--- src/rtl/ddc_pkg.sv ---
// rtl/ddc_pkg.sv - shared widths, defaults, saturation limits and output word layout for ddc_accum
package ddc_pkg;

  localparam int DDC_DATA_W         = 32;
  localparam int DDC_SAMPLE_W       = 29;
  localparam int DDC_ACC_W_DEF      = 48;
  localparam int DDC_FIFO_DEPTH_DEF = 4;

  // Limits of a signed 32-bit result, kept wide so they compare against any accumulator width
  localparam logic signed [63:0] DDC_SAT_MAX = 64'sh0000_0000_7fff_ffff;
  localparam logic signed [63:0] DDC_SAT_MIN = 64'shffff_ffff_8000_0000;

  // Output word: Q in the upper half, I in the lower half
  typedef struct packed {
    logic signed [DDC_DATA_W-1:0] q;
    logic signed [DDC_DATA_W-1:0] i;
  } ddc_word_t;

endpackage

--- src/rtl/ddc_accum_fifo.sv ---
// rtl/ddc_accum_fifo.sv - first-word-fall-through output FIFO that reports pushes lost to a full queue
module ddc_accum_fifo
  import ddc_pkg::*;
#(
  parameter int W     = 2 * DDC_DATA_W,
  parameter int DEPTH = DDC_FIFO_DEPTH_DEF
) (
  input  logic         clk_i,
  input  logic         rst_ni,
  input  logic         push_i,
  input  logic [W-1:0] push_data_i,
  input  logic         pop_i,
  output logic [W-1:0] rd_data_o,
  output logic         full_o,
  output logic         empty_o,
  output logic         drop_o
);

  localparam int AW = $clog2(DEPTH);

  logic [W-1:0] mem_q [DEPTH];
  logic [AW:0]  wr_ptr_q, wr_ptr_d;
  logic [AW:0]  rd_ptr_q, rd_ptr_d;
  logic         do_push;
  logic         do_pop;

  // Pointer arithmetic; a pop in the same cycle frees the slot a push into a full queue needs
  always_comb begin
    empty_o  = (wr_ptr_q == rd_ptr_q);
    full_o   = (wr_ptr_q[AW] != rd_ptr_q[AW]) && (wr_ptr_q[AW-1:0] == rd_ptr_q[AW-1:0]);
    do_pop   = pop_i & ~empty_o;
    do_push  = push_i & (~full_o | do_pop);
    drop_o   = push_i & full_o & ~do_pop;
    wr_ptr_d = do_push ? wr_ptr_q + 1'b1 : wr_ptr_q;
    rd_ptr_d = do_pop ? rd_ptr_q + 1'b1 : rd_ptr_q;
    rd_data_o = empty_o ? '0 : mem_q[rd_ptr_q[AW-1:0]];
  end

  // Pointer registers; reset empties the queue
  always_ff @(posedge clk_i or negedge rst_ni) begin
    if (!rst_ni) begin
      wr_ptr_q <= '0;
      rd_ptr_q <= '0;
    end else begin
      wr_ptr_q <= wr_ptr_d;
      rd_ptr_q <= rd_ptr_d;
    end
  end

  // Storage needs no reset: the read port is masked while the queue is empty
  always_ff @(posedge clk_i) begin
    if (do_push) begin
      mem_q[wr_ptr_q[AW-1:0]] <= push_data_i;
    end
  end

endmodule

--- src/rtl/ddc_accum.sv ---
// rtl/ddc_accum.sv - I/Q frame accumulator with shift, saturation and output FIFO; DDC_ACCUM_ROUND_EN enables round-half-up
module ddc_accum
  import ddc_pkg::*;
#(
  parameter int ACC_W      = DDC_ACC_W_DEF,
  parameter int FIFO_DEPTH = DDC_FIFO_DEPTH_DEF
) (
  input  logic        s_axis_aclk,
  input  logic        s_axis_aresetn,
  input  logic        din_valid,
  input  logic [63:0] din_data,
  input  logic        resync,
  input  logic [15:0] dec_len,
  input  logic [4:0]  out_shift,
  input  logic        stat_clr,
  input  logic        m_axis_tready,
  output logic [63:0] m_axis_tdata,
  output logic        m_axis_tvalid,
  output logic        drop_sticky,
  output logic        sat_sticky
);

  localparam int EXT_W = ACC_W + 1;

  logic [15:0]             cnt_q, cnt_d;
  logic [15:0]             len_q, len_d;
  logic signed [ACC_W-1:0] sum_i_q, sum_i_d;
  logic signed [ACC_W-1:0] sum_q_q, sum_q_d;
  logic                    fin_q, fin_d;
  ddc_word_t               res_q, res_d;
  logic                    res_vld_q, res_vld_d;
  logic                    sat_q, sat_d;
  logic                    drop_q, drop_d;

  logic signed [ACC_W-1:0] smp_i, smp_q;
  logic                    first;
  logic [15:0]             cur_len;
  logic [DDC_DATA_W:0]     shp_i, shp_q;
  logic                    sat_evt;
  logic                    fifo_full, fifo_empty, fifo_drop, fifo_pop;
  logic                    unused_pad;

  assign unused_pad = ^{din_data[63:32+DDC_SAMPLE_W], din_data[31:DDC_SAMPLE_W]};

  // Scale one channel sum and clamp it to 32 bits; the top bit of the result flags a clamp
  function automatic logic [DDC_DATA_W:0] shape(input logic signed [ACC_W-1:0] sum,
                                                input logic [4:0] sh);
    logic signed [EXT_W-1:0] ext;
    logic signed [EXT_W-1:0] hi;
    logic signed [EXT_W-1:0] lo;
    ext = {sum[ACC_W-1], sum};
`ifdef DDC_ACCUM_ROUND_EN
    if (sh != 5'd0) begin
      ext = ext + (EXT_W'(1) << (sh - 5'd1));
    end
`endif
    ext = ext >>> sh;
    hi  = EXT_W'(DDC_SAT_MAX);
    lo  = EXT_W'(DDC_SAT_MIN);
    if (ext > hi) begin
      return {1'b1, DDC_SAT_MAX[DDC_DATA_W-1:0]};
    end else if (ext < lo) begin
      return {1'b1, DDC_SAT_MIN[DDC_DATA_W-1:0]};
    end
    return {1'b0, ext[DDC_DATA_W-1:0]};
  endfunction

  // Sign-extend the 29-bit halves of the incoming sample to accumulator width
  always_comb begin
    smp_i = {{(ACC_W-DDC_SAMPLE_W){din_data[DDC_SAMPLE_W-1]}}, din_data[DDC_SAMPLE_W-1:0]};
    smp_q = {{(ACC_W-DDC_SAMPLE_W){din_data[32+DDC_SAMPLE_W-1]}}, din_data[32 +: DDC_SAMPLE_W]};
  end

  // Frame accumulation: the first sample loads and latches the frame length, the last flags completion
  always_comb begin
    cnt_d   = cnt_q;
    len_d   = len_q;
    sum_i_d = sum_i_q;
    sum_q_d = sum_q_q;
    fin_d   = 1'b0;
    first   = (cnt_q == 16'd0);
    cur_len = first ? dec_len : len_q;
    if (resync) begin
      cnt_d   = '0;
      sum_i_d = '0;
      sum_q_d = '0;
    end else if (din_valid) begin
      if (first) begin
        len_d   = dec_len;
        sum_i_d = smp_i;
        sum_q_d = smp_q;
      end else begin
        sum_i_d = sum_i_q + smp_i;
        sum_q_d = sum_q_q + smp_q;
      end
      if (cnt_q == cur_len) begin
        cnt_d = '0;
        fin_d = 1'b1;
      end else begin
        cnt_d = cnt_q + 16'd1;
      end
    end
  end

  // Result stage: scale the completed sum one cycle after the frame closes, then hand it to the FIFO
  always_comb begin
    shp_i     = shape(sum_i_q, out_shift);
    shp_q     = shape(sum_q_q, out_shift);
    res_vld_d = fin_q;
    res_d     = res_q;
    if (fin_q) begin
      res_d.i = shp_i[DDC_DATA_W-1:0];
      res_d.q = shp_q[DDC_DATA_W-1:0];
    end
    sat_evt = fin_q & (shp_i[DDC_DATA_W] | shp_q[DDC_DATA_W]);
  end

  // Sticky flags: a new event in the same cycle beats a clear request
  always_comb begin
    sat_d  = sat_evt | (sat_q & ~stat_clr);
    drop_d = fifo_drop | (drop_q & ~stat_clr);
  end

  // State registers for the accumulator, result stage and flags
  always_ff @(posedge s_axis_aclk or negedge s_axis_aresetn) begin
    if (!s_axis_aresetn) begin
      cnt_q     <= '0;
      len_q     <= '0;
      sum_i_q   <= '0;
      sum_q_q   <= '0;
      fin_q     <= 1'b0;
      res_q     <= '0;
      res_vld_q <= 1'b0;
      sat_q     <= 1'b0;
      drop_q    <= 1'b0;
    end else begin
      cnt_q     <= cnt_d;
      len_q     <= len_d;
      sum_i_q   <= sum_i_d;
      sum_q_q   <= sum_q_d;
      fin_q     <= fin_d;
      res_q     <= res_d;
      res_vld_q <= res_vld_d;
      sat_q     <= sat_d;
      drop_q    <= drop_d;
    end
  end

  assign fifo_pop = m_axis_tvalid & m_axis_tready;

  ddc_accum_fifo #(
    .W     (2 * DDC_DATA_W),
    .DEPTH (FIFO_DEPTH)
  ) u_fifo (
    .clk_i       (s_axis_aclk),
    .rst_ni      (s_axis_aresetn),
    .push_i      (res_vld_q),
    .push_data_i (res_q),
    .pop_i       (fifo_pop),
    .rd_data_o   (m_axis_tdata),
    .full_o      (fifo_full),
    .empty_o     (fifo_empty),
    .drop_o      (fifo_drop)
  );

  assign m_axis_tvalid = ~fifo_empty;
  assign sat_sticky    = sat_q;
  assign drop_sticky   = drop_q;

endmodule

--- config.mk ---
export PLATFORM = sky130hd
export DESIGN_NAME = ddc_accum
export DESIGN_NICKNAME = d
export VERILOG_FILES = /design/src/rtl/ddc_pkg.sv /design/src/rtl/ddc_accum_fifo.sv /design/src/rtl/ddc_accum.sv
export SDC_FILE = /design/constraint.sdc
export NUM_CORES = 1
export LEC_CHECK = 0
export CORE_ASPECT_RATIO = 0.6
export CORE_MARGIN = 5
export CORE_UTILIZATION = 40
export CTS_BUF_LIST = sky130_fd_sc_hd__clkbuf_4 sky130_fd_sc_hd__clkbuf_8 sky130_fd_sc_hd__clkbuf_16
export DETAILED_ROUTE_END_ITERATION = 7
export GPL_TIMING_DRIVEN = 1
export PLACE_DENSITY = 0.6
export SLEW_MARGIN = 20
export SYNTH_ARGS = -nofsm -noshare
export SYNTH_HDL_FRONTEND = slang
export SYNTH_SLANG_ARGS = --single-unit
--- constraint.sdc ---
create_clock -name s_axis_aclk -period 8.7 [get_ports s_axis_aclk]
set_input_delay 0.87 -clock s_axis_aclk [delete_from_list [all_inputs] [get_ports s_axis_aclk]]
set_output_delay 0.87 -clock s_axis_aclk [all_outputs]
set_load 0.01 [all_outputs]
==> insert_results.sql, run 1 <==
INSERT INTO impl_metrics (metric_group, metric, value, unit) VALUES
('floorplan', 'floorplan.die.width', '357', 'um'),
('cts', 'ctsResizeCount', '0', ''),
('worst_setup_path', 'startpoint_type', 'input pin', ''),
('grt', 'gr-usage-all-layers', '20.8', '%'),
('logic_synthesis', 'post_synth_xor_area_fraction', '3.21', '%'),
('routing', 'detail_route.wirelength', '82200', 'um'),
('timing', 'min_period_over_period', '55.6', '%'),
('flow_run', 'cap_viol_max_count', '0', ''),
('finish', 'share_of_layout_cells_above_drive_strength_1', '11.4', '%'),
('logic_synthesis', 'synth.cell_area', '28900', 'um2'),
('cts', 'cts.root.buffer_cell', 'clkbuf_16', ''),
('cts', 'cts_buffers', '45', ''),
('grt', 'grt_pass1_vias', '21600', ''),
('timing', 'fmax', '207', 'MHz'),
('cts', 'clock_tree.htree_level_count', '2', ''),
('grt', 'grt_overflow', '0', ''),
('finish', 'design.final.nets', '3059', ''),
('logic_synthesis', 'synth.most_common_cell', 'nand2_1', ''),
('timing', 'least_margin_pin_slew', '1.09', 'ns'),
('floorplan', 'fp-row-count', '76', ''),
('pwr', 'power', '7.21', 'mW'),
('logic_synthesis', 'synth_top_cells_by_count', '335 x nand2_1, 281 x nor2_1, 256 x edfxtp_1', ''),
('routing', 'number_of_vias_per_cell_after_detailed_routing', '5.79', ''),
('timing', 'max_slew_margin', '27.2', '%'),
('logic_synthesis', 'synth.area.mux_share', '14.5', '%'),
('finish', 'layout-area-overhead-vs-synth', '13.6', '%'),
('min_path', 'hold_path.class', 'in2async', ''),
('logic_synthesis', 'synth_top_family_by_area', 'compound AO/OA/AOI/OAI gates', ''),
('finish', 'final_cell_count_no_fill', '3876', ''),
('timing', 'finalSetupTns', '0', 'ns'),
('logic_synthesis', 'synth_fp_nets', '3022', ''),
('place', 'postPlaceCellArea', '31200', 'um2'),
('floorplan', 'die_height', '218', 'um'),
('floorplan', 'pin_count', '158', ''),
('finish', 'final_core_util', '45.8', '%'),
('routing', 'drt_first_iter_violations', '2082', ''),
('worst_setup_path', 'worst-setup-path-type', 'in2reg', ''),
('worst_setup_path', 'worst_case_register_to_register_setup_slack', '4.43', 'ns'),
('worst_setup_path', 'cp_data_required_time', '9.15', 'ns'),
('routing', 'drtAntennaViolNets', '0', ''),
('timing', 'report.final.setup_viol', '0', ''),
('logic_synthesis', 'synth_compound_area_share', '16.8', '%'),
('place', 'routabilityCongestion', '0.942', ''),
('pwr', 'power-per-cell-area', '220', 'nW/um2'),
('logic_synthesis', 'synth.largest_area_cell', 'edfxtp_1', ''),
('grt', 'grt_max_degree', '106', ''),
('cts', 'ctsHoldBuffers', '0', ''),
('logic_synthesis', 'synth_seq_area_share', '44.1', '%'),
('worst_setup_path', 'crit_arrival', '5.28', 'ns'),
('logic_synthesis', 'yosys.area_share.simple', '13.8', '%'),
('worst_setup_path', 'rr_worst_depth', '12', ''),
('finish', 'insertedDiodeCount', '0', ''),
('pwr', 'power.leakage', '13.0', 'nW'),
('logic_synthesis', 'ys_warn_count', '0', ''),
('routing', 'post_drt_wl_per_cell', '21.2', 'um'),
('timing', 'rsz_0062_raised_after_global_routing', 'no', ''),
('timing', 'finClkSkew', '0.0251', 'ns'),
('worst_setup_path', 'worst_r2r_startpoint', 'sum_q_q[6]$_DFFE_PN0P_', ''),
('logic_synthesis', 'synth_cell_types', '85', ''),
('grt', 'grt_antenna_before_repair', '2', ''),
('logic_synthesis', 'netlist.area_leader.share', '26.6', '%'),
('outcome', 'outcome', 'finished clean', ''),
('worst_setup_path', 'critical_path_peak_fanout', '71', ''),
('cts', 'path_clk_slew', '0.06', 'ns'),
('floorplan', 'die_area', '77900', 'um2'),
('logic_synthesis', 'yosys.area_share.adder', '4.51', '%'),
('timing', 'final_hold_viol_count', '0', ''),
('timing', 'timing.final.crit_period', '4.84', 'ns'),
('cts', 'post-cts-setup-buffer-count', '0', ''),
('cts', 'cts.sink_count', '458', ''),
('logic_synthesis', 'synth_enable_flop_cells', '256', '');
## cell usage in the layout (no fill, tap or decap), types with 6 or more instances in the layout
cell type	instances
and3_1	27
a211o_1	6
o31ai_1	7
dfrtp_1	199
o21ai_0	174
xor2_1	46
mux2_2	59
nor2b_1	83
clkbuf_8	9
mux2i_1	116
or3_1	8
ha_1	101
xnor2_1	60
nor3_1	23
nand2b_1	15
buf_4	34
nor2_1	276
clkbuf_16	47
nand3_1	48
nor4_1	11
a21o_1	63
o21a_1	41
a31oi_1	22
o211ai_1	54
a211oi_1	31
clkdlybuf4s50_1	143
nand4_1	13
a21oi_1	233
mux4_2	105
a221oi_1	6
a311oi_1	48
and2_1	9
nand2_1	335
edfxtp_1	256
o21bai_1	19
inv_1	40
## worst max-delay path by stage
stage | cells past startpoint | slack (ns) | from | endpoint
finish | 13 | 3.86 | out_shift[1] | sat_sticky$_DFF_PN0_
global route | 13 | 3.62 | out_shift[1] | sat_sticky$_DFF_PN0_
CTS | 15 | 3.89 | din_data[0] | sum_i_q[40]$_DFFE_PN0P_
detailed placement | 15 | 3.31 | din_data[0] | sum_i_q[40]$_DFFE_PN0P_
global placement | 15 | 3.32 | din_data[0] | sum_i_q[40]$_DFFE_PN0P_
floorplan | 4 | 4.27 | m_axis_tready | u_fifo.mem_q[3][0]$_DFFE_PP_
## cell families after synthesis
kind of cell             Yosys count
AO/OA/AOI/OAI                    758
XOR/XNOR                         106
adder cells (fa/ha/maj)          103
buffers and inverters            236
flip-flops                       458
multiplexers                     280
AND/OR/NAND/NOR                  887
## cell type report
cell class              instances  area (um2)
clock buffers                  59        1320
clock inverters                24         317
fillers                      6674       38900
inverters                      43         161
multi-input cells            2134       15300
flip-flops and latches        458       12800
well taps                     975        1220
repair buffers                183        1730
## power by group
| group | total [mW] | switching (mW) | internal (mW) | leakage [nW] |
|---|---|---|---|---|
| registers | 2.57 | 0.182 | 2.39 | 4.80 |
| logic | 2.50 | 1.28 | 1.22 | 7.35 |
| clock network | 2.14 | 0.902 | 1.24 | 0.805 |
| total | 7.21 | 2.36 | 4.84 | 13.0 |
## metrics by stage
step,hold slack (ns),setup slack (ns)
finish,0.331,3.86
global placement,0.478,3.32
detailed placement,0.484,3.31
global route,0.387,3.62
floorplan,0.352,4.27
CTS,0.378,3.89
## layer usage
| layer | GRT usage, % | share of wire, % | wire length, um | vias to the layer above |
|---|---|---|---|---|
| met5 | 0 | 0.016 | 13 | - |
| met4 | 4.50 | 1.8 | 1500 | 2 |
| met3 | 3.40 | 6.2 | 5090 | 95 |
| met2 | 29.9 | 42 | 34400 | 678 |
| met1 | 32.8 | 50 | 41200 | 11100 |
| li1 | - | - | - | 10600 |
## worst max-delay path: stages
cell     delay (ns)
buf_4          0.66
buf_4          0.69
mux2_2         0.42
a21oi_1        0.21
o21ai_0        0.19
or4_1          0.54
a211o_1        0.26
nor4_1         0.25
a311o_1        0.22
buf_4          0.32
inv_1          0.07
nor4b_1        0.37
o22ai_1        0.13
## flip-flops by register name (all words and copies together) (netlist names), 3 cells and up
| register | flops |
|---|---|
| cnt_q | 16 |
| sum_i_q | 48 |
| u_fifo.wr_ptr_q | 3 |
| u_fifo.mem_q | 256 |
| res_q | 64 |
| u_fifo.rd_ptr_q | 3 |
| len_q | 16 |
| sum_q_q | 48 |
(Power assumes the default switching activity.)
==> run 2, diff against run 1 <==
PLACE_DENSITY = 0.62   (was 0.6)
clock period = 4.4 ns   (was 8.7 ns; I/O delays follow)
==> run 2 against run 1 <==
  * Global-route usage up 0.25 points
  * Worst setup slack worse by 3.5 ns
  * Worst hold slack worse by 0.029 ns
  * Core utilization up 0.37 points
==> insert_results.sql, run 2 (synthesized netlist as in run 1, its figures left out) <==
INSERT INTO impl_metrics (metric_group, metric, value, unit) VALUES
('cts', 'cts.sink_count', '458', ''),
('flow_run', 'cap_viol_max_count', '0', ''),
('worst_setup_path', 'cp_num_buf_inv', '2', ''),
('floorplan', 'core_region', '71700', 'um2'),
('floorplan', 'pin_count', '158', ''),
('place', 'routabilityCongestion', '0.918', ''),
('worst_setup_path', 'critical-path-top-delay-family', 'compound AO/OA/AOI/OAI gates', ''),
('place', 'place_inst', '3828', ''),
('worst_setup_path', 'worstSetupEndpoint', 'sum_i_q[40]$_DFFE_PN0P_', ''),
('routing', 'detail_route.wirelength', '83400', 'um'),
('grt', 'wire_length_of_the_first_global_routing_pass', '130000', 'um'),
('worst_setup_path', 'critical_path.slowest_cell', 'o31ai_1', ''),
('timing', 'min_period_over_period', '91.7', '%'),
('finish', 'share_of_layout_cells_above_drive_strength_1', '12.4', '%'),
('worst_setup_path', 'startpoint_type', 'register', ''),
('timing', 'finClkSkew', '0.0291', 'ns'),
('timing', 'timing.final.crit_period', '4.03', 'ns'),
('cts', 'ctsResizeCount', '0', ''),
('finish', 'layout.area.seq', '12800', 'um2'),
('timing', 'hold-worst-slack', '0.302', 'ns'),
('grt', 'grt_pass1_vias', '21700', ''),
('timing', 'max_slew_margin', '26.7', '%'),
('worst_setup_path', 'worstReg2RegEnd', 'sum_i_q[40]$_DFFE_PN0P_', ''),
('timing', 'worst_slack', '0.367', 'ns'),
('floorplan', 'initial_utilization', '40.3', '%'),
('timing', 'finalSetupTns', '0', 'ns'),
('finish', 'layout-area-overhead-vs-synth', '14.5', '%'),
('cts', 'clk_latency', '0.59', 'ns'),
('timing', 'rsz_0062_raised_after_global_routing', 'no', ''),
('pwr', 'power.leakage', '13.1', 'nW'),
('finish', 'final_core_util', '46.2', '%'),
('worst_setup_path', 'max_stage_delay', '0.50', 'ns'),
('cts', 'cts.root.buffer_cell', 'clkbuf_16', ''),
('worst_setup_path', 'critical_path_peak_fanout', '4', ''),
('routing', 'number_of_vias_per_cell_after_detailed_routing', '5.81', ''),
('routing', 'post_drt_wl_per_cell', '21.3', 'um'),
('min_path', 'hold_path.class', 'in2reg', ''),
('routing', 'drt_first_iter_violations', '2273', ''),
('worst_setup_path', 'worst_setup_path_end_kind', 'register', ''),
('routing', 'drt_pass1_iterations', '6', ''),
('grt', 'gr-usage-all-layers', '21.0', '%'),
('floorplan', 'fp-row-count', '76', ''),
('worst_setup_path', 'worst-setup-path-type', 'reg2reg', ''),
('pwr', 'power', '14.2', 'mW'),
('worst_setup_path', 'rr_worst_depth', '15', ''),
('cts', 'cts_tree', 'done', ''),
('floorplan', 'die_area', '77900', 'um2'),
('cts', 'clock_tree.htree_level_count', '2', ''),
('grt', 'grt_overflow', '0', ''),
('worst_setup_path', 'worst_case_register_to_register_setup_slack', '0.37', 'ns'),
('timing', 'report.final.setup_viol', '0', ''),
('finish', 'multiInputGateArea', '15300', 'um2'),
('pwr', 'irDropWorstVdd', '292', 'uV'),
('finish', 'mostFrequentLayoutCell', 'nand2_1', ''),
('timing', 'fmax', '248', 'MHz'),
('finish', 'layout_common_cells', '335 x nand2_1, 276 x nor2_1, 256 x edfxtp_1, 233 x a21oi_1, 199 x dfrtp_1', ''),
('pwr', 'power-per-cell-area', '429', 'nW/um2'),
('place', 'postPlaceCellArea', '31500', 'um2'),
('worst_setup_path', 'timing.critical_path.cells', 'ha_1, inv_1, fa_1, nor2b_1, o21ai_0, a21oi_1, o21ai_0, a211oi_1, buf_4, o2111a_1, nor2_1, o31ai_1, a41oi_1, mux2i_1, a221oi_1', ''),
('worst_setup_path', 'crit_arrival', '4.49', 'ns'),
('timing', 'least_margin_pin_slew', '1.10', 'ns'),
('place', 'place.port_buffers', '151', ''),
('finish', 'largest_register_ffs', '256', ''),
('cts', 'cts-root-to-sink-buffers', '3', ''),
('finish', 'final_cell_count_no_fill', '3914', ''),
('finish', 'design.final.nets', '3096', ''),
('worst_setup_path', 'worst_path_most_repeated_cell', 'o21ai_0', ''),
('timing', 'maxSlewViolCount', '0', ''),
('routing', 'drtAntennaViolNets', '0', ''),
('routing', 'via_count_of_the_routed_design', '22700', ''),
('cts', 'cts_buffers', '46', ''),
('finish', 'final_area', '33100', 'um2'),
('cts', 'path_clk_slew', '0.07', 'ns'),
('place', 'dpl.hpwl', '60500', 'um'),
('worst_setup_path', 'worst_r2r_startpoint', 'sum_i_q[0]$_DFFE_PN0P_', ''),
('timing', 'final_hold_viol_count', '0', ''),
('place', 'pre_cts_ws', '-0.00227', 'ns'),
('grt', 'grt_antenna_before_repair', '5', ''),
('outcome', 'outcome', 'finished clean', ''),
('worst_setup_path', 'worstSetupPathDepth', '15', ''),
('worst_setup_path', 'worstSetupStartpoint', 'sum_i_q[0]$_DFFE_PN0P_', ''),
('finish', 'final.fill_count', '6629', ''),
('floorplan', 'floorplan.die.width', '357', 'um'),
('grt', 'grt_max_degree', '100', ''),
('worst_setup_path', 'cp_data_required_time', '4.86', 'ns'),
('routing', 'post-route-drc-count', '0', ''),
('floorplan', 'die_height', '218', 'um');
[run 2: cell count changes in the layout (fill, tap and decap cells not counted), sizes merged]
cell	delta
buf	+35
bufinv	-1
clkbuf	-1
clkinv	-1
clkinvlp	+6
diode	+1
dlygate4sd3	+1
inv	-2
[run 2: worst min-delay path by stage]
stage                   start  slack, ns  cells past startpoint                      end
3_3_place_gp   s_axis_aresetn       0.47                      1    len_q[10]$_DFFE_PN0P_
4_1_cts             din_valid       0.27                      3  sum_i_q[25]$_DFFE_PN0P_
5_1_grt             din_valid       0.31                      3  sum_i_q[22]$_DFFE_PN0P_
6_report            din_valid       0.30                      3  sum_i_q[25]$_DFFE_PN0P_
3_5_place_dp   s_axis_aresetn       0.48                      1     len_q[9]$_DFFE_PN0P_
2_1_floorplan  s_axis_aresetn       0.14                      0     cnt_q[0]$_DFFE_PN0P_
[run 2: what timing repair did]
item	CTS	global route
buffers inserted	0	0
endpoints found under the hold margin	57	0
hold buffers	1	0
setup endpoints to repair	0	0
[run 2: cell type report]
cell class	instances	area share, %
multi-input cells	2134	46.3
flip-flops and latches	458	38.5
repair buffers	219	6.31
clock buffers	58	3.86
well taps	975	3.69
clock inverters	26	0.828
inverters	43	0.488
diodes	1	0.00756
[run 2: power by group]
group | switching (mW) | internal, mW
combinational | 2.62 | 2.46
sequential | 0.309 | 4.73
clock | 1.76 | 2.32
[run 2: worst min-delay path, stage by stage]
cell and delay (ns):
buf_4 0.21, nor2_1 0.12, a311oi_1 0.05
[run 2: per-layer routing]
layer | share of wire, % | track usage (%) | routed length, um
met1 | 49 | 33.1 | 40900
met2 | 42 | 30.1 | 35200
met3 | 7.3 | 4.15 | 6070
met4 | 1.6 | 3.91 | 1320
met5 | 0.043 | 0 | 36
